===== config.mk =====
export PLATFORM = sky130hd
export DESIGN_NAME = adjust_step_control
export DESIGN_NICKNAME = d
export VERILOG_FILES = /design/src/rtl/adjust_step_control.sv
export SDC_FILE = /design/constraint.sdc
export NUM_CORES = 1
export LEC_CHECK = 0
export CAP_MARGIN = 40
export CORE_MARGIN = 10
export CORE_UTILIZATION = 53
export CTS_BUF_LIST = sky130_fd_sc_hd__clkbuf_4 sky130_fd_sc_hd__clkbuf_8
export DETAILED_ROUTE_END_ITERATION = 8
export PLACE_DENSITY = 0.87
export SLEW_MARGIN = 25
export SYNTH_ARGS = -nofsm -noshare
export SYNTH_HDL_FRONTEND = slang
export SYNTH_SLANG_ARGS = --single-unit

===== constraint.sdc =====
create_clock -name clk -period 1.97 [get_ports clk]
set_input_delay 0.197 -clock clk [delete_from_list [all_inputs] [get_ports clk]]
set_output_delay 0.197 -clock clk [all_outputs]
set_load 0.01 [all_outputs]

===== src/rtl/adjust_step_control.sv =====
// Held-button to step-pulse controller: one pulse on press, auto-repeat after a hold delay.
// Optional repeat acceleration is enabled by defining ADJUST_ACCEL_EN.
module adjust_step_control #(
  parameter int FIELDS              = 3,
  parameter int HOLD_CYCLES         = 500,
  parameter int REPEAT_CYCLES       = 100,
  parameter int ACCEL_AFTER         = 8,
  parameter int ACCEL_REPEAT_CYCLES = 25,
  parameter int CNT_W               = 16
) (
  input  logic              clk,
  input  logic              rst,
  input  logic              adjust_increment,
  input  logic              adjust_decrement,
  input  logic [FIELDS-1:0] adjust_mode,
  output logic [FIELDS-1:0] step_inc,
  output logic [FIELDS-1:0] step_dec,
  output logic              busy
);

  typedef enum logic [1:0] {ST_IDLE, ST_HOLD, ST_REPEAT} state_t;

  localparam logic [CNT_W-1:0] LP_HOLD_LOAD   = CNT_W'(HOLD_CYCLES - 1);
  localparam logic [CNT_W-1:0] LP_REPEAT_LOAD = CNT_W'(REPEAT_CYCLES - 1);

  state_t            r_state, w_state_next;
  logic [CNT_W-1:0]  r_cnt, w_cnt_next;
  logic              r_prev_req;
  logic [FIELDS:0]   r_prev_key;
  logic [FIELDS-1:0] r_step_inc, r_step_dec;

  logic              w_inc, w_dec, w_mode_valid, w_req, w_trigger, w_pulse;
  logic [FIELDS:0]   w_key;
  logic [CNT_W-1:0]  w_repeat_load;

  assign w_inc        = adjust_increment & ~adjust_decrement;
  assign w_dec        = adjust_decrement & ~adjust_increment;
  assign w_mode_valid = $onehot(adjust_mode);
  assign w_req        = (w_inc | w_dec) & w_mode_valid;
  assign w_key        = {w_dec, adjust_mode};
  // A key change while still requesting restarts the hold just like a fresh press.
  assign w_trigger    = w_req & (~r_prev_req | (w_key != r_prev_key));

`ifdef ADJUST_ACCEL_EN
  localparam int RC_W = (ACCEL_AFTER > 0) ? $clog2(ACCEL_AFTER + 1) : 1;
  localparam logic [RC_W-1:0]  LP_RC_MAX     = RC_W'(ACCEL_AFTER);
  localparam logic [CNT_W-1:0] LP_ACCEL_LOAD = CNT_W'(ACCEL_REPEAT_CYCLES - 1);

  logic [RC_W-1:0] r_rcnt, w_rcnt_next, w_rcnt_sat;

  assign w_rcnt_sat    = (r_rcnt == LP_RC_MAX) ? r_rcnt : r_rcnt + RC_W'(1);
  // The reload chosen at a repeat pulse already counts that pulse.
  assign w_repeat_load = (w_rcnt_sat >= LP_RC_MAX) ? LP_ACCEL_LOAD : LP_REPEAT_LOAD;

  always_ff @(posedge clk or posedge rst) begin
    if (rst) begin
      r_rcnt <= '0;
    end else begin
      r_rcnt <= w_rcnt_next;
    end
  end
`else
  logic w_unused_accel;
  assign w_unused_accel = (ACCEL_AFTER + ACCEL_REPEAT_CYCLES) != 0;
  assign w_repeat_load  = LP_REPEAT_LOAD;
`endif

  always_comb begin
    w_state_next = r_state;
    w_cnt_next   = r_cnt;
    w_pulse      = 1'b0;
`ifdef ADJUST_ACCEL_EN
    w_rcnt_next  = r_rcnt;
`endif
    if (!w_req) begin
      w_state_next = ST_IDLE;
      w_cnt_next   = '0;
`ifdef ADJUST_ACCEL_EN
      w_rcnt_next  = '0;
`endif
    end else if (w_trigger) begin
      w_pulse      = 1'b1;
      w_cnt_next   = LP_HOLD_LOAD;
      w_state_next = ST_HOLD;
`ifdef ADJUST_ACCEL_EN
      w_rcnt_next  = '0;
`endif
    end else begin
      case (r_state)
        ST_HOLD: begin
          if (r_cnt == '0) begin
            w_pulse      = 1'b1;
            w_cnt_next   = LP_REPEAT_LOAD;
            w_state_next = ST_REPEAT;
          end else begin
            w_cnt_next = r_cnt - CNT_W'(1);
          end
        end
        ST_REPEAT: begin
          if (r_cnt == '0) begin
            w_pulse    = 1'b1;
            w_cnt_next = w_repeat_load;
`ifdef ADJUST_ACCEL_EN
            w_rcnt_next = w_rcnt_sat;
`endif
          end else begin
            w_cnt_next = r_cnt - CNT_W'(1);
          end
        end
        default: begin
          w_state_next = ST_IDLE;
        end
      endcase
    end
  end

  always_ff @(posedge clk or posedge rst) begin
    if (rst) begin
      r_state    <= ST_IDLE;
      r_cnt      <= '0;
      r_prev_req <= 1'b0;
      r_prev_key <= '0;
      r_step_inc <= '0;
      r_step_dec <= '0;
    end else begin
      r_state    <= w_state_next;
      r_cnt      <= w_cnt_next;
      r_prev_req <= w_req;
      r_prev_key <= w_key;
      r_step_inc <= (w_pulse & w_inc) ? adjust_mode : '0;
      r_step_dec <= (w_pulse & w_dec) ? adjust_mode : '0;
    end
  end

  assign step_inc = r_step_inc;
  assign step_dec = r_step_dec;
  assign busy     = (r_state != ST_IDLE);

endmodule


# ---- After elaboration in Yosys (flattened, before gate mapping)
# Cells that the tools add are included.
dict set report word_totals {
  register_bits 29
  latchBits 0
  ram_bits 0
  romBits 0
  in_bits 7
  out_inout_bits 7
  elab_cells 45
  n_memories 0
}
dict set report op_classes {
  add_sub_neg 3
  multipliers 0
  n_div 0
  magnitude_cmp 0
  eq_ne 7
  shifts 0
  mux 14
  bitwise_logic 11
  n_reduce_logical 4
}
# cell count
set ops {}
lappend ops {{$mux W16} 4}
lappend ops {{$logic_not A16 Y1} 1}
lappend ops {{$sub A16 B1 Y16 const B} 1}
lappend ops {{$and A1 B1 Y1} 6}
lappend ops {{$mux W2} 3}
lappend ops {{$mux W3} 2}
lappend ops {{$eq A2 B1 Y1 const B} 2}
lappend ops {{$mux W1} 4}
lappend ops {{$ne A4 B4 Y1} 1}
lappend ops {{$ne A4 B4 Y1 const B} 1}
lappend ops {{$pmux W2 S2} 1}
lappend ops {{$ne A3 B2 Y1 const B} 1}
lappend ops {{$ne A3 B3 Y1 const B} 1}
lappend ops {{$not A1 Y1} 3}
lappend ops {{$add A1 B1 Y2} 1}
lappend ops {{$add A2 B1 Y2} 1}
lappend ops {{$eq A2 B2 Y1 const B} 1}
lappend ops {{$or A1 B1 Y1} 2}
lappend ops {{$reduce_and A2 Y1} 1}
lappend ops {{$reduce_bool A2 Y1} 1}
lappend ops {{$reduce_or A2 Y1} 1}

# ---- Logic depth before layout (Yosys ltp)
dict set report depth {
  ltp_word 9
  mapped_depth 8
  depth_no_buf 7
}

# ---- Least setup slack after synthesis
# No wires, ideal clock.
dict set report synth_path {
  path_type {reg-to-reg}
  start {register r_state[0]}
  end {register r_cnt[7]}
  arrival_time_ns 1.795
  required_time_ns 1.841
  slack_ns 0.047
  stages_incl_launch_ff 8
  path_buffers 1
  period_less_slack_ns 1.923
  path_cell_list {dfrtp_1 inv_1 ha_1 or3b_1 buf_2 o41a_1 o221ai_1 o21ai_1}
}
dict set report synth_via {
  elab_chain_len 3
  word_cells_on_any_way 4
  classes_between {eq/ne: 3; reduce/logical: 1}
}
# item line
set synth_rtl {}
lappend synth_rtl {{start: declaration} 26} ;# state_t r_state, w_state_next;
lappend synth_rtl {{start signal: assignment} 126} ;# r_state <= w_state_next;
lappend synth_rtl {{$eq A2 B2 Y1 / $eq A2 B1 Y1 (equally long branches)} 89} ;# case (r_state)
lappend synth_rtl {{$reduce_or A2 Y1 (no source line) *} --}
lappend synth_rtl {{$ne A3 B2 Y1 (no source line) *} --}
lappend synth_rtl {{end signal: assignment} 127} ;# r_cnt <= w_cnt_next;
lappend synth_rtl {{end: declaration} 27} ;# logic [CNT_W-1:0] r_cnt, w_cnt_next;
# Every way passes the cells marked *; elsewhere a longest branch is shown, timed or not.
# A chain may end at the register's enable or synchronous reset.

# ---- Final worst setup path
dict set report layout_path {
  start {register r_state[1]}
  end {register r_cnt[7]}
}
# Same word-level chain as after synthesis.

==> results.md <==
- Sum Neg Setup Slack: 0 ps
- Sw frac: between 20% and 30%
- Vias in the first global route: 1452
- Initial drt markers: 178
- Clock Power Share: 35.8%
- Synth Register Bits: 29
- Synth area leaders: dfrtp_1 45%, ha_1 4.7%, xnor2_1 4.4%
- IO Pins: 14
- Design area: 0.002051 mm^2
- CP Launch Type: register
- Die area: 0.005636 mm^2
- Hold Path End: r_prev_key[2]
- Area delta synth->final: 27.55%
- EDFF count, synth: 0
- Layout cell share with drive strength beyond 1: 24.87%
- Number of unique standard cell types used by synthesis: 47
- Status: finished, final reports clean
- Initial antenna violation count: 0
- Clk Latency, worst-skew pair: 330 ps
- Clk slew on worst S/H paths: 100 ps
- Fraction of registers with async set/reset: 100.0%
- Crit path capture type: register
- CP arrival: 2080 ps
- Pre-antenna DRT Iters: 4
- Fmax achieved: 533.6 MHz
- # port buffers: 13
- Post-synth top cells: 29 x dfrtp_1, 14 x inv_1, 13 x nor2_1, 11 x nand2_1
- Post-CTS Hold Buffers: 0
- Cell area after placement: 0.001873 mm^2
- Initial Utilization: 56.83%
- CTS tree: built
- Largest net degree at the start of global routing: 30
- Final setup fails: 0
- CP cell instances: inv_2 -> ha_4 -> or3b_1 -> o41a_1 -> o221ai_1 -> o21ai_1
- Finished Core Util: 72.49%
- Num CTS Buffers: 5
- Crit path max fanout: 4
- Min Tclk post-route: between 1500 and 2000 ps
- CP Data Required Time: 2180 ps
- HPWL after DPL: around 2800 um
- R2R depth: 6
- Crit Reg-Reg Endpoint: r_cnt[7]
- CP Class: register to register
- Syn_nets: 172
- Area leader, netlist: dfrtp_1
- Leak: 0.9216 nW
- Grt total ovfl: 0
- Count leader, synth: dfrtp_1
- Clock root buffer: clkbuf_4
- Int Power: 1.060 mW
- RSZ-0062 raised after global routing: false
- Main synth FF type: dfrtp_1
- Post-Syn Instances: 158
- Worst r2r src: r_state[1]
- Gpl congestion: 0.9454
- Row cnt: 19
- Clk sink count: 29
- Pwr Density: roughly 720 mW/mm^2
- Final WL: 4036 um
- Combinational share of power: 20.8%
- Final Slew Violations: 0
- Crit path buffers/inverters: 1
- Total track usage: 15.42%
- Crit path max-delay family: compound AO/OA/AOI/OAI gates
- Layout Nets: slightly above 200
- Hold Path Depth: 2
- CP max-delay cell: or3b_1
- Final Cycle Share: 95.14%
- Die height: ~75 um
- Flop pwr share: 43.3%
- HP Class: input port to register
- Via count: 1369
- Total core area: ~0.0028 mm^2
- Net switching power: between 400 and 500 uW
- Avg Cell Area, Syn: 10.18 um^2
- Slew HR: around 70%
- Critical path launch point: r_state[1]
- Power Total: 1.472 mW
- Worst-Margin Slew: 451.9 ps
- CTS H-Tree Depth: 2
- Flop2flop setup slack: approximately 96 ps
- Sequential element share of the synthesized area: between 40% and 50%
- Wire per inst: 18.02 um
- Worst VDD drop: around 0.54 mV
- MaxCap Viol Count: 0
- Deepest clock path buffer count: 2
- Synth warn: 0
- Netlist Area Pre-Place: 0.001608 mm^2
- Vias/cell: 6.112
- Final antenna diode count: 0
- Yosys top cell area share: a little under half
- Die width: approximately 75 um
- Clk_skew: 14.54 ps
- Hold_sp: adjust_mode[2]
- Hold Fails Final Rpt: 0
- Residual DRC count: 0
- CP max stage delay: roughly 420 ps
- First-pass GRT wire length: 6637 um
- Routed Antenna Nets: 0
-- worst max-delay path by stage --
stage / endpoint / slack [ps] / cells after the start
finish: r_cnt[7] / 100 / 6
global route: r_cnt[12] / 8 / 7
CTS: r_cnt[12] / -20 / 8
detailed placement: r_cnt[15] / -460 / 8
global placement: r_cnt[15] / -360 / 8
floorplan: r_cnt[7] / 50 / 7
-- layout by cell type (no fill, tap or decap), drive strengths merged, types with 3 or more instances in the layout --
| cell | synthesis | routed |
|---|---|---|
| a21oi | 8 | 8 |
| nand2 | 12 | 13 |
| clkdlybuf4s50 | 0 | 10 |
| dfrtp | 29 | 29 |
| o2111ai | 3 | 3 |
| inv | 15 | 15 |
| nor3 | 9 | 9 |
| nand3 | 7 | 7 |
| o21ai | 3 | 3 |
| nor2 | 14 | 14 |
| buf | 3 | 16 |
| a31oi | 3 | 3 |
| a211oi | 3 | 3 |
| clkbuf | 0 | 7 |
| dlymetal6s2s | 0 | 3 |
| ha | 6 | 6 |
| nor4 | 3 | 3 |
| or3 | 4 | 4 |
| xnor2 | 8 | 8 |
| nand4 | 3 | 3 |
-- metrics by stage --
step / worst slack, ps / instances / hold WS, ps
6_report: 95.76 / 224 / 154.0
5_1_grt: 8.108 / 224 / 132.2
4_1_cts: -17.07 / 223 / 219.0
3_5_place_dp: -456.9 / 215 / 588.9
3_3_place_gp: -363.3 / 215 / 578.4
2_1_floorplan: 46.55 / 158 / 228.4
-- routing by layer --
layer	wire [um]	GRT usage (%)	vias up
li1	-	-	646
met5	0	0	-
met2	2155	26.48	52
met3	289	5.782	9
met4	64	7.983	0
met1	1527	16.14	662
-- logic make-up after synthesis --
logic type	count (synthesis)	synth area share, %
AO/OA/AOI/OAI	32	14.55
XOR/XNOR	9	4.903
adder cells (fa/ha/maj)	7	5.914
buffers and inverters	18	5.447
flip-flops	29	45.14
AND/OR/NAND/NOR	63	24.05
-- registers in the layout, indices dropped and copies added (netlist names) --
register	cells
r_prev_req	1
step_dec	3
r_prev_key	4
r_state	2
step_inc	3
r_cnt	16
-- final cells by class --
type,count,area (um^2)
inverter,15,63.81
tap,31,38.79
sequential,29,725.7
fill,203,778.2
timing repair buffer,29,257.7
clock inverter,1,30.03
multi-input combinational,112,875.8
clock buffer,7,58.81
-- power groups by stage --
stage                     Sequential [mW]  Combinational, mW  Clock, mW
after floorplan                     0.646              0.183          0
after global placement              0.647              0.271          0
after detailed placement            0.649              0.285          0
after CTS                           0.637              0.291      0.538
after global routing                0.641              0.332      0.569
final                               0.637              0.307      0.527
-- what timing repair did --
item	4_1_cts	5_1_grt
gates cloned	0	1
endpoints found under the setup margin	5	7
pin swaps	0	4
setup buffers	0	0
gates resized for setup	2	15
Power figures use the tool's default switching activity.
==> RTL change 1: new RTL, same flow settings <==
The option `ADJUST_ACCEL_EN` is turned on by a define.
--- a/src/rtl/adjust_step_control.sv
+++ b/src/rtl/adjust_step_control.sv
@@ -2,2 +2,4 @@
 // Optional repeat acceleration is enabled by defining ADJUST_ACCEL_EN.
+`define ADJUST_ACCEL_EN
+
 module adjust_step_control #(
Formal check against the unedited RTL: no difference found for any inputs over 10 cycles, from zero or initial values and one cycle with rst high; that may be too few to reach the edited logic, so the function may still have changed.
==> RTL change 1 against the unedited design <==
  * The run now ends with setup timing left
  * Sequential cell count rose by 4
  * Total power grew 12%
  * Combinational power rose by 76%
  * Setup slack worse by 0.56 ns
  * Critical path depth increased by 3
  * Synthesized cell count up 18%
  * Design area rose by 29%
  * Wire length rose by 68%
  * Synthesized area is 9.3% higher
  * Clock power decreased by 25%
  * Largest cell class unchanged
  * Highest routed layer unchanged
==> RTL change 1: results (changes against the unedited design) <==
* Global Route met3 Usage: 5.300% (was 5.782%)
* Share of cells above drive strength 1: 42.02% (was 24.87%)
- Largest registers: r_cnt: 16 flops, r_prev_key: 4 flops, r_rcnt: 4 flops (was r_cnt: 16 flops, r_prev_key: 4 flops)
- Synth cell types: 38 (was 47)
- The post-layout worst setup margin is -0.4643 ns (was 0.09576 ns).
- Endpoint arrival time on the critical path: 2.74 ns (was 2.08 ns)
* Sw frac: 33.97% (was 28.00%)
- The slew of the pin with the lowest slew margin was 0.4518 ns (was 0.4519 ns).
- Sum of routed wire segments on met1: 2.294 mm (was 1.527 mm)
- The share of total power in the clock network was 23.8% (was 35.8%).
- Share of synthesized cell area in full adder, half adder and majority cells: 6.833% (was 5.914%)
- Setup violations, final: 25 (was 0)
* Number of buffers inserted by post-CTS setup repair: 7 (was 0)
- The placed wire-length estimate came to 3.077 mm (was 2.809 mm).
- Failing checks: setup timing
- Pwr Density: 621.3 mW/mm² (was 717.6 mW/mm²)
- The met2 capacity usage during global routing came to 30.27% (was 26.48%).
- The worst hold-check path type is input pin to async pin (was input pin to flop).
- The final layout net count came to 272 (was 206).
- The worst reg2reg path depth was 9 (was 6).
- Status: complete, but fails checks (was finished, final reports clean).
- Total sequential power: 0.715 mW (was 0.637 mW)
* Largest vdd supply drop: 0.0005181 V (was 0.0005375 V)
- GPL Wtd Cong: 0.8939 (was 0.9454)
- FF-to-FF Start: r_cnt[0] (was r_state[1])
* Vias in the first global route: 1,765 (was 1,452)
- The area of placed instances came to 0.002230 mm² (was 0.001873 mm²).
- Drt first pass iters: 7 (was 4)
- FILL cells: 162 (was 203)
* Register area share after synthesis: 46.98% (was 45.14%)
- Share of the synthesized netlist area taken by xor and xnor gates: 5.979% (was 4.903%)
- The endpoint of the lowest-slack register-to-register path is step_inc[0] (was r_cnt[7]).
- The static leakage is 1.225 nW (was 0.9216 nW).
- The total global-route track usage is 18.12% (was 15.42%).
- Share of the synthesized area in compound gates (AO/OA/AOI/OAI): 8.541% (was 14.55%)
- The largest net degree at the start of global routing was 34 (was 30).
- The largest fanout on the critical path was 6 (was 4).
- DRT iter0 DRCs: 230 (was 178)
- Mux share of post-synthesis cell area: 1.139% (was 0%)
* Met2 Wirelength: 3.280 mm (was 2.155 mm)
- The per-cell routed wire length was 22.59 µm (was 18.02 µm).
- The clock tree skew after final layout came to 0.001814 ns (was 0.01454 ns).
- Top area cells in the synthesized netlist: sky130_fd_sc_hd__dfrtp_1 (47%), sky130_fd_sc_hd__ha_1 (5.7%), sky130_fd_sc_hd__nand2_1 (4.7%) (was sky130_fd_sc_hd__dfrtp_1 (45%), sky130_fd_sc_hd__ha_1 (4.7%), sky130_fd_sc_hd__xnor2_1 (4.4%))
==> RTL change 1: cell count changes after synthesis, moves of 3 or more <==
cell                        unedited run  this run
sky130_fd_sc_hd__nand2_1              11        22
sky130_fd_sc_hd__and3_1                1         7
sky130_fd_sc_hd__nor2_1               13        19
sky130_fd_sc_hd__xor2_1                1         7
sky130_fd_sc_hd__dfrtp_1              29        33
sky130_fd_sc_hd__nor4_1                1         5
sky130_fd_sc_hd__a31oi_1               3         6
sky130_fd_sc_hd__clkbuf_1              0         3
sky130_fd_sc_hd__nand3_1               7         4
sky130_fd_sc_hd__o2111ai_1             3         0
sky130_fd_sc_hd__or4_1                 0         3
sky130_fd_sc_hd__xnor2_1               8         5
==> RTL change 1: metrics by stage <==
step	setup TNS, ns	util, %	instances	setup WS [ns]
final	-8.530	85.52	301	-0.4643
after CTS	-4.210	79.19	294	-0.2958
after global placement	-3.984	71.85	279	-0.3749
after floorplan	-2.298	-	187	-0.4345
after detailed placement	-5.616	71.85	279	-0.4173
after global routing	-9.661	85.52	301	-0.4983
==> RTL change 1: worst max path at each step <==
stage,startpoint,to,slack [ns],depth (start not counted)
4_1_cts,r_cnt[1],r_cnt[11],-0.30,5
2_1_floorplan,r_cnt[7],r_cnt[11],-0.43,6
3_3_place_gp,r_cnt[1],r_cnt[11],-0.37,5
5_1_grt,r_cnt[0],step_inc[0],-0.50,9
3_5_place_dp,r_cnt[0],r_cnt[10],-0.42,6
6_report,r_cnt[0],step_inc[0],-0.46,9
==> RTL change 1: area by class of cell <==
cell class	instances	area, µm²	share of cell area, %
repair buffers	67	573.1	21.59
clock inverters	3	17.52	0.6601
well taps	44	55.05	2.074
inverters	14	52.55	1.980
flip-flops and latches	33	825.8	31.12
multi-input cells	135	1092	41.16
clock buffers	5	37.54	1.414
==> RTL change 2: new RTL, same flow settings <==
Made on the original files. Take the reset off `r_prev_key` and load it in a clocked block of its own.
--- a/src/rtl/adjust_step_control.sv
+++ b/src/rtl/adjust_step_control.sv
@@ -121,3 +121,2 @@
       r_prev_req <= 1'b0;
-      r_prev_key <= '0;
       r_step_inc <= '0;
@@ -128,3 +127,2 @@
       r_prev_req <= w_req;
-      r_prev_key <= w_key;
       r_step_inc <= (w_pulse & w_inc) ? adjust_mode : '0;
@@ -132,2 +130,6 @@
     end
+  end
+
+  always_ff @(posedge clk) begin
+    r_prev_key <= w_key;
   end
Check against the original RTL: no difference found for any inputs over 10 cycles, from zero or initial values and one cycle with rst high; that may be too few to reach the edited logic, so the function may still have changed.
==> RTL change 2 against the unedited design <==
  * Sequential cell count unchanged
  * First-iteration DRC count up 22%
  * Synthesized area down 1.2%
  * Sequential power about the same
  * Clock power down 26%
  * Total power down 9.3%
  * Wire length down 3.6%
  * Synthesized cell count unchanged
  * Setup slack worse by 0.050 ns
  * Design area down 3.4%
==> RTL change 2: results (changes against the unedited design) <==
- Status: finished, final reports clean (unchanged)
- Startpoint of the worst setup timing path: adjust_mode[1] (was r_state[1])
- Endpoint arrival time on the critical path: 2.17 ns (was 2.08 ns)
* Highest cell delay on the worst timing path: 0.47 ns (was 0.42 ns)
- Top area cells in the synthesized netlist: sky130_fd_sc_hd__dfrtp_1 (39%), sky130_fd_sc_hd__dfxtp_1 (5.0%), sky130_fd_sc_hd__ha_1 (4.7%) (was sky130_fd_sc_hd__dfrtp_1 (45%), sky130_fd_sc_hd__ha_1 (4.7%), sky130_fd_sc_hd__xnor2_1 (4.4%)).
- The total length of routed wires was 3.890 mm (was 4.036 mm).
- Minimum setup slack among reg-to-reg paths: 0.07 ns (was 0.1 ns)
- Max Fanout on Critical Path: 5 (was 4)
- GPL Wtd Cong: 0.8921 (was 0.9454)
- The standard cell with the maximum stage delay on the critical path is sky130_fd_sc_hd__clkdlybuf4s50_1 (was sky130_fd_sc_hd__or3b_1).
* Global routing usage on met1: 15.77% (was 16.14%)
* Register area share after synthesis: 44.44% (was 45.14%)
* Number of buffers inserted by post-CTS setup repair: 1 (was 0)
* Met3 layer wire length in the routed design: 248 µm (was 289 µm)
* Slew HR: 69.83% (was 69.71%)
* Global Route met3 Usage: 5.256% (was 5.782%)
* Placed Area: 0.001838 mm² (was 0.001873 mm²)
* Post-CTS clock slew at the launch and capture registers of the worst setup and hold paths: 0.08 ns (was 0.10 ns)
* Final hold slack: 0.1698 ns (was 0.1540 ns)
- Fraction of synthesis flops using an asynchronous set or reset pin: 86.21% (was 100.0%)
- The post-placement worst setup slack came to -0.4413 ns (was -0.4569 ns).
- The met2 capacity usage during global routing came to 24.59% (was 26.48%).
* Overall global routing resource usage: 14.73% (was 15.42%)
* DRT iter0 DRCs: 217 (was 178)
- Synth cell types: 48 (was 47)
- The worst supply voltage drop on vdd was 0.0004402 V (was 0.0005375 V).
* Post-DR wirelength/cell: 17.37 µm (was 18.02 µm)
- The met1 layer wirelength in the final routing came to 1.505 mm (was 1.527 mm).
- Placed wire-length estimate: 2.753 mm (was 2.809 mm)
- Post-detailed-route via-to-cell ratio: 6.326 (was 6.112)
* Critical R2R Capture: r_cnt[9] (was r_cnt[7])
- Total leakage power: 0.8779 nW (was 0.9216 nW)
* Length in cells of the worst reg-to-reg path: 7 (was 6)
- The clock tree skew after final layout was 0.01500 ns (was 0.01454 ns).
* Top post-synthesis cells by count: sky130_fd_sc_hd__dfrtp_1 (25), sky130_fd_sc_hd__inv_1 (14), sky130_fd_sc_hd__nor2_1 (13) (was sky130_fd_sc_hd__dfrtp_1 (29), sky130_fd_sc_hd__inv_1 (14), sky130_fd_sc_hd__nor2_1 (13))
- Sw frac: 30.30% (was 28.00%)
- Hold path startpoint: adjust_mode[0] (was adjust_mode[2])
- The global-route wire length before repair is 6.279 mm (was 6.637 mm).
-- RTL change 2: logic make-up after synthesis --
group,after synthesis,share of synthesized area [%]
adders and majority gates,7,5.989
and+or+nand+nor,63,24.35
xor gates and xnor gates,9,4.965
buffers and inverters,18,5.516
AOI/OAI and AO/OA,32,14.74
DFF,29,44.44
-- RTL change 2: area by class of cell --
class | count | area (µm²)
Fill cell | 211 | 823.3
Multi-Input combinational cell | 112 | 860.8
Timing Repair Buffer | 29 | 252.7
Sequential cell | 29 | 705.7
Clock buffer | 8 | 60.06
Tap cell | 31 | 38.79
Inverter | 15 | 63.81
-- RTL change 2: critical path, delay by kind of cell --
family	cells	cell delay, ns
buf+inv	3	0.59
fa+ha+maj	1	0.45
simple gates	4	0.93
-- RTL change 2: power by group through the flow --
stage	logic [mW]	registers, mW	clock network [mW]
final	0.306	0.637	0.392
after global routing	0.335	0.640	0.432
after floorplan	0.182	0.645	0
after CTS	0.288	0.636	0.399
after detailed placement	0.282	0.648	0
after global placement	0.270	0.647	0
